**src/rtl/dac_sweep_gen.sv**
```systemverilog
// rtl/dac_sweep_gen.sv - register-programmed triangle/sawtooth DAC sweep generator
module dac_sweep_gen #(
   parameter logic [15:0] ADDR_BASE = 16'h0100
) (
   input  logic        clk_in,
   input  logic        rst_in,
   input  logic        cmd_trig_in,
   input  logic [15:0] cmd_addr_in,
   input  logic [15:0] cmd_data_in,
   output logic [15:0] cmd_data_out,
   output logic [15:0] DAC0_out,
   output logic [15:0] DAC1_out,
   output logic        sync_out,
   output logic        dir_out
);

   typedef enum logic [1:0] {
      ST_IDLE = 2'd0,
      ST_UP   = 2'd1,
      ST_DOWN = 2'd2
   } state_t;

   logic        en_q, en_d;
   logic        mode_q, mode_d;
   logic [15:0] min_q, min_d;
   logic [15:0] max_q, max_d;
   logic [15:0] step_q, step_d;
   logic [15:0] div_q, div_d;
   logic [15:0] offset_q, offset_d;
   logic [15:0] rdata_q, rdata_d;

   state_t      state_q, state_d;
   logic [15:0] dac_q, dac_d;
   logic [15:0] cnt_q, cnt_d;
   logic        sync_q, sync_d;
   logic        dir_q, dir_d;

   logic [15:0] reg_off;
   logic        reg_hit;
   logic        wr_hit;
   logic        wr_ctrl;
   logic        restart;
   logic        en_eff;
   logic        run_ok;
   logic        tick;
   logic [16:0] up_sum;
   logic [16:0] down_floor;
   logic [15:0] down_diff;

   assign reg_off    = cmd_addr_in - ADDR_BASE;
   assign reg_hit    = (reg_off < 16'd6);
   assign wr_hit     = cmd_trig_in & reg_hit;
   assign wr_ctrl    = wr_hit & (reg_off == 16'd0);
   assign restart    = wr_ctrl & cmd_data_in[2];
   // A CTRL write acts on the very edge it is presented, so EN/RESTART show up next cycle
   assign en_eff     = wr_ctrl ? cmd_data_in[0] : en_q;
   assign run_ok     = en_eff & (min_q < max_q);
   assign tick       = (cnt_q == div_q);
   assign up_sum     = {1'b0, dac_q} + {1'b0, step_q};
   assign down_floor = {1'b0, min_q} + {1'b0, step_q};
   assign down_diff  = dac_q - step_q;

   // Register file write decode; RESTART is a strobe and is never stored
   always_comb begin
      en_d     = en_q;
      mode_d   = mode_q;
      min_d    = min_q;
      max_d    = max_q;
      step_d   = step_q;
      div_d    = div_q;
      offset_d = offset_q;
      if (wr_hit) begin
         case (reg_off[2:0])
            3'd0: begin
               en_d   = cmd_data_in[0];
               mode_d = cmd_data_in[1];
            end
            3'd1:    min_d    = cmd_data_in;
            3'd2:    max_d    = cmd_data_in;
            3'd3:    step_d   = cmd_data_in;
            3'd4:    div_d    = cmd_data_in;
            3'd5:    offset_d = cmd_data_in;
            default: ;
         endcase
      end
   end

   // Readback mux, registered for one cycle of latency
   always_comb begin
      rdata_d = 16'd0;
      if (reg_hit) begin
         case (reg_off[2:0])
            3'd0:    rdata_d = {14'd0, mode_q, en_q};
            3'd1:    rdata_d = min_q;
            3'd2:    rdata_d = max_q;
            3'd3:    rdata_d = step_q;
            3'd4:    rdata_d = div_q;
            3'd5:    rdata_d = offset_q;
            default: rdata_d = 16'd0;
         endcase
      end
   end

   // Sweep state machine: prescaler tick advances the sample, clamped into [MIN,MAX]
   always_comb begin
      state_d = state_q;
      dac_d   = dac_q;
      cnt_d   = cnt_q;
      sync_d  = 1'b0;
      if (!run_ok) begin
         state_d = ST_IDLE;
         dac_d   = min_q;
         cnt_d   = 16'd0;
      end else if (state_q == ST_IDLE || restart) begin
         state_d = ST_UP;
         dac_d   = min_q;
         cnt_d   = 16'd0;
      end else begin
         cnt_d = tick ? 16'd0 : cnt_q + 16'd1;
         if (tick && step_q != 16'd0) begin
            case (state_q)
               ST_UP: begin
                  if (mode_q && dac_q >= max_q) begin
                     dac_d = min_q;
                  end else if (up_sum >= {1'b0, max_q}) begin
                     dac_d  = max_q;
                     sync_d = 1'b1;
                     if (!mode_q) state_d = ST_DOWN;
                  end else if (up_sum[15:0] < min_q) begin
                     dac_d = min_q;
                  end else begin
                     dac_d = up_sum[15:0];
                  end
               end
               ST_DOWN: begin
                  if ({1'b0, dac_q} < down_floor) begin
                     dac_d   = min_q;
                     sync_d  = 1'b1;
                     state_d = ST_UP;
                  end else if (down_diff > max_q) begin
                     dac_d = max_q;
                  end else begin
                     dac_d = down_diff;
                  end
               end
               default: state_d = ST_IDLE;
            endcase
         end
      end
      dir_d = (state_d == ST_UP);
   end

   // All state, with asynchronous reset to the power-on register values
   always_ff @(posedge clk_in or posedge rst_in) begin
      if (rst_in) begin
         en_q     <= 1'b0;
         mode_q   <= 1'b0;
         min_q    <= 16'd0;
         max_q    <= 16'hFFFF;
         step_q   <= 16'd1;
         div_q    <= 16'd0;
         offset_q <= 16'h8000;
         rdata_q  <= 16'd0;
         state_q  <= ST_IDLE;
         dac_q    <= 16'd0;
         cnt_q    <= 16'd0;
         sync_q   <= 1'b0;
         dir_q    <= 1'b0;
      end else begin
         en_q     <= en_d;
         mode_q   <= mode_d;
         min_q    <= min_d;
         max_q    <= max_d;
         step_q   <= step_d;
         div_q    <= div_d;
         offset_q <= offset_d;
         rdata_q  <= rdata_d;
         state_q  <= state_d;
         dac_q    <= dac_d;
         cnt_q    <= cnt_d;
         sync_q   <= sync_d;
         dir_q    <= dir_d;
      end
   end

   assign cmd_data_out = rdata_q;
   assign DAC0_out     = dac_q;
   assign DAC1_out     = offset_q;
   assign sync_out     = sync_q;
   assign dir_out      = dir_q;

endmodule

```
**config.mk**
```make
export PLATFORM = sky130hd
export DESIGN_NAME = dac_sweep_gen
export DESIGN_NICKNAME = d
export VERILOG_FILES = /design/src/rtl/dac_sweep_gen.sv
export SDC_FILE = /design/constraint.sdc
export NUM_CORES = 1
export LEC_CHECK = 0
export CAP_MARGIN = 20
export CORE_UTILIZATION = 50
export CTS_CLUSTER_DIAMETER = 150
export CTS_CLUSTER_SIZE = 40
export DETAILED_ROUTE_END_ITERATION = 6
export DONT_BUFFER_PORTS = 1
export HOLD_SLACK_MARGIN = 0.02
export PLACE_DENSITY = 0.68
export SLEW_MARGIN = 0
export SYNTH_ARGS = -nofsm -noshare
export SYNTH_HDL_FRONTEND = slang
export SYNTH_SLANG_ARGS = --single-unit
```
**constraint.sdc**
```tcl
create_clock -name clk_in -period 4.15 [get_ports clk_in]
set_input_delay 0.415 -clock clk_in [delete_from_list [all_inputs] [get_ports clk_in]]
set_output_delay 0.415 -clock clk_in [all_outputs]
set_load 0.01 [all_outputs]
```
==> flow_summary.json <==
{
  "ant_nets": 0,
  "maxCapViolations": 0,
  "place_area_um2": 12600,
  "cts_buffer_depth": 2,
  "p_leak_nw": 6.48,
  "die-width_um": 150,
  "port_buffers": 0,
  "syn_nets": 1439,
  "synth_cell_type_count": 82,
  "path_clk_slew_ps": 70,
  "drc": 0,
  "chipHeight_um": 150,
  "finalMaxSlewViolations": 0,
  "cts_max_level": 4,
  "start_kind": "flop",
  "cts.sinks": 134,
  "grt_pass1_vias": 10300,
  "wl_per_cell_um": 21.6,
  "yosys-top-cells-area": "dfrtp_1, ha_1, o21ai_0, a21oi_1, dfstp_2",
  "ys.warnings.count": 0,
  "gp_congestion": 1.01,
  "synth_seq_cells": 134,
  "critical_path_class": "reg2reg",
  "grt_max_degree": 76,
  "initial_core_util_pct": 51.6,
  "setup_viol": 20,
  "dp_cells": 1673,
  "grt_overflow": 0,
  "netlist_area_um2": 11000,
  "stdcell_area_um2": 13600,
  "avgSynthCellArea_um2": 8.74,
  "power.share.clock_pct": 52.7,
  "finalClockSkew_ps": 9.75,
  "yosysMostFrequentCell": "ha_1",
  "status": "finished with violations",
  "instances_no_fill": 1725,
  "switchingPower_uw": 749,
  "clock-root-buffer": "clkbuf_16",
  "worstPathArrival_ps": 5010,
  "die-area_um2": 22600,
  "area_delta_synth_final_pct": 24.3,
  "cp.required_ps": 4450,
  "relSlewSlack_pct": 19.5,
  "pin_count": 85,
  "routed_wl_mm": 37.3,
  "clkLatencyLatePin_ps": 430,
  "worstPathMaxFanout": 9,
  "p_sw_share_pct": 25.5,
  "ys.flop_type": "dfrtp_1",
  "p_seq_share_pct": 44.5,
  "p_per_area_nw_per_um2": 215,
  "cts_tree": "yes",
  "num_rows": 53,
  "synth_top_area_share_pct": 26.4,
  "drive_above_1_share_pct": 25.6,
  "nNetsFinal": 1619,
  "synth_edf_count": 0,
  "setup_ws_ps": -554,
  "grt_pass1_wl_mm": 57.5,
  "intPower_mw": 2.19,
  "setup_tns_ps": -9020,
  "violations": "setup timing",
  "core_region_area_um2": 21300,
  "insertedDiodeCount": 0,
  "cts_buffers": 17,
  "hold_violations": 0,
  "post-route-period-util_pct": 113,
  "combPwrFrac_pct": 2.8,
  "cp-end-kind": "flop",
  "yosysTopAreaCell": "dfrtp_1",
  "hpwl_mm": 29.0,
  "fmax_mhz": 213,
  "peakVddDrop_v": 0.000221,
  "via_per_inst": 6.15,
  "tightest_slew_ps": 1200,
  "synthArstFlopShare_pct": 100,
  "antenna_found_initial": 0,
  "track_usage_pct": 34.0,
  "period_minus_slack_ps": 4700,
  "ys_seq_area_share_pct": 30.7,
  "hp-class": "in2reg",
  "vias": 10600,
  "rsz0062_at_grt": "yes",
  "dp_worst_setup_slack_ps": -634,
  "drt_iter0_drc": 975,
  "synth_cells": 1257,
  "synth.top_cells.by_count": "ha_1, nand2_1, dfrtp_1, nor2_1, o21ai_0",
  "drt_first_pass_iters": 7
}
==> worst paths after layout <==
kind / from / to / slack (ps) / cells after the start
worst min register to register: div_q[6] / div_q[6] / 560 / 1
worst max-delay path: min_q[1] / DAC0_out[7] / -550 / 21
min in group asynchronous: rst_in / div_q[14] / 600 / 2
max in group asynchronous: rst_in / max_q[13] / 2620 / 3
worst min-delay path: cmd_data_in[1] / max_q[1] / 90 / 2
worst max register to register: min_q[1] / DAC0_out[7] / -550 / 21
==> worst max-delay path, cell delays in order (launching register included) <==
cell      delay [ps]
dfrtp_1          390
ha_1             290
a21o_1           170
a21oi_2          150
nor2b_1           60
o21a_1           190
o41a_1           360
a211o_1          310
a31o_2           260
a21oi_2          150
xor2_1           170
ha_2             210
inv_1             50
a221o_1          330
a211oi_2         270
o31ai_4          140
and2_4           180
a2111o_1         420
buf_4            190
buf_6            140
nand2_1           70
a21oi_1           60
==> cell families after synthesis <==
group,count (synthesis),share of synthesized area (%)
xor+xnor,68,5.42
buf+inv,127,4.78
simple gates,374,15.9
mux,67,6.65
compound gates,340,19.5
fa+ha+maj,147,17.0
flops,134,30.7
==> what timing repair did <==
| item | 4_1_cts | 5_1_grt |
|---|---|---|
| buffers inserted | 7 | 15 |
| gates resized for setup | 44 | 23 |
| hold buffers | 1 | 0 |
| setup endpoints to repair | 20 | 20 |
| pin swaps | 14 | 15 |
| hold endpoints to repair | 48 | 0 |
==> per-layer routing <==
metal | GRT usage, % | share of wire, % | vias to the layer above
met5 | 0 | 0 | -
met4 | 21.3 | 6.7 | 0
met2 | 52.6 | 44 | 547
li1 | - | - | 4895
met3 | 6.64 | 8.8 | 128
met1 | 43.5 | 41 | 5044
==> registers in the layout, indices dropped and copies added (netlist names), 2 cells and up <==
register / flops
DAC0_out: 16
DAC1_out: 16
cmd_data_out: 16
cnt_q: 16
div_q: 16
max_q: 16
min_q: 16
step_q: 16
state_q: 2
==> metrics by stage <==
stage	hold WS (ps)	power, mW	util, %
CTS	86.1	2.94	63.3
finish	88.3	2.94	64.1
detailed placement	441	1.41	59.3
global route	94.7	3.01	64.1
global placement	439	1.41	59.3
floorplan	498	1.39	-
==> cell usage in the layout, fill, tap and decap left out, types with 6 or more instances in the layout <==
| master | instances |
|---|---|
| o211ai_1 | 7 |
| clkbuf_16 | 17 |
| nor2_1 | 98 |
| o21bai_1 | 6 |
| mux2_2 | 38 |
| nand3_1 | 33 |
| a211oi_1 | 8 |
| o21ai_0 | 83 |
| o21ai_1 | 16 |
| xor2_1 | 41 |
| nor4_1 | 11 |
| a21oi_2 | 8 |
| nor3_2 | 6 |
| buf_6 | 10 |
| nand4_1 | 12 |
| a21oi_1 | 90 |
| a31oi_1 | 9 |
| dfrtp_1 | 114 |
| or3_1 | 9 |
| a22oi_1 | 19 |
| inv_1 | 74 |
| o21a_1 | 10 |
| nand2b_1 | 9 |
| nor3_1 | 24 |
| buf_4 | 200 |
| nand2_1 | 116 |
| nor2b_1 | 13 |
| xnor2_1 | 26 |
| ha_1 | 142 |
| and3_1 | 7 |
| o31ai_1 | 7 |
| dfstp_2 | 18 |
| a21o_1 | 12 |
| mux2i_1 | 28 |
==> layout make-up <==
class,instances,area [um^2]
Timing Repair Buffer,212,1640
Clock buffer,17,425
Clock inverter,15,164
Multi-Input combinational cell,996,7400
Sequential cell,134,3380
Fill cell,1751,7640
Tap cell,275,344
Inverter,76,290
==> power groups by stage <==
| stage | clock network (mW) | logic [mW] | registers, mW |
|---|---|---|---|
| global placement | 0 | 0.0781 | 1.33 |
| detailed placement | 0 | 0.0799 | 1.33 |
| finish | 1.55 | 0.0827 | 1.31 |
| CTS | 1.55 | 0.0819 | 1.31 |
| floorplan | 0 | 0.0607 | 1.33 |
| global route | 1.61 | 0.0917 | 1.31 |
Power figures use the tool's default switching activity.
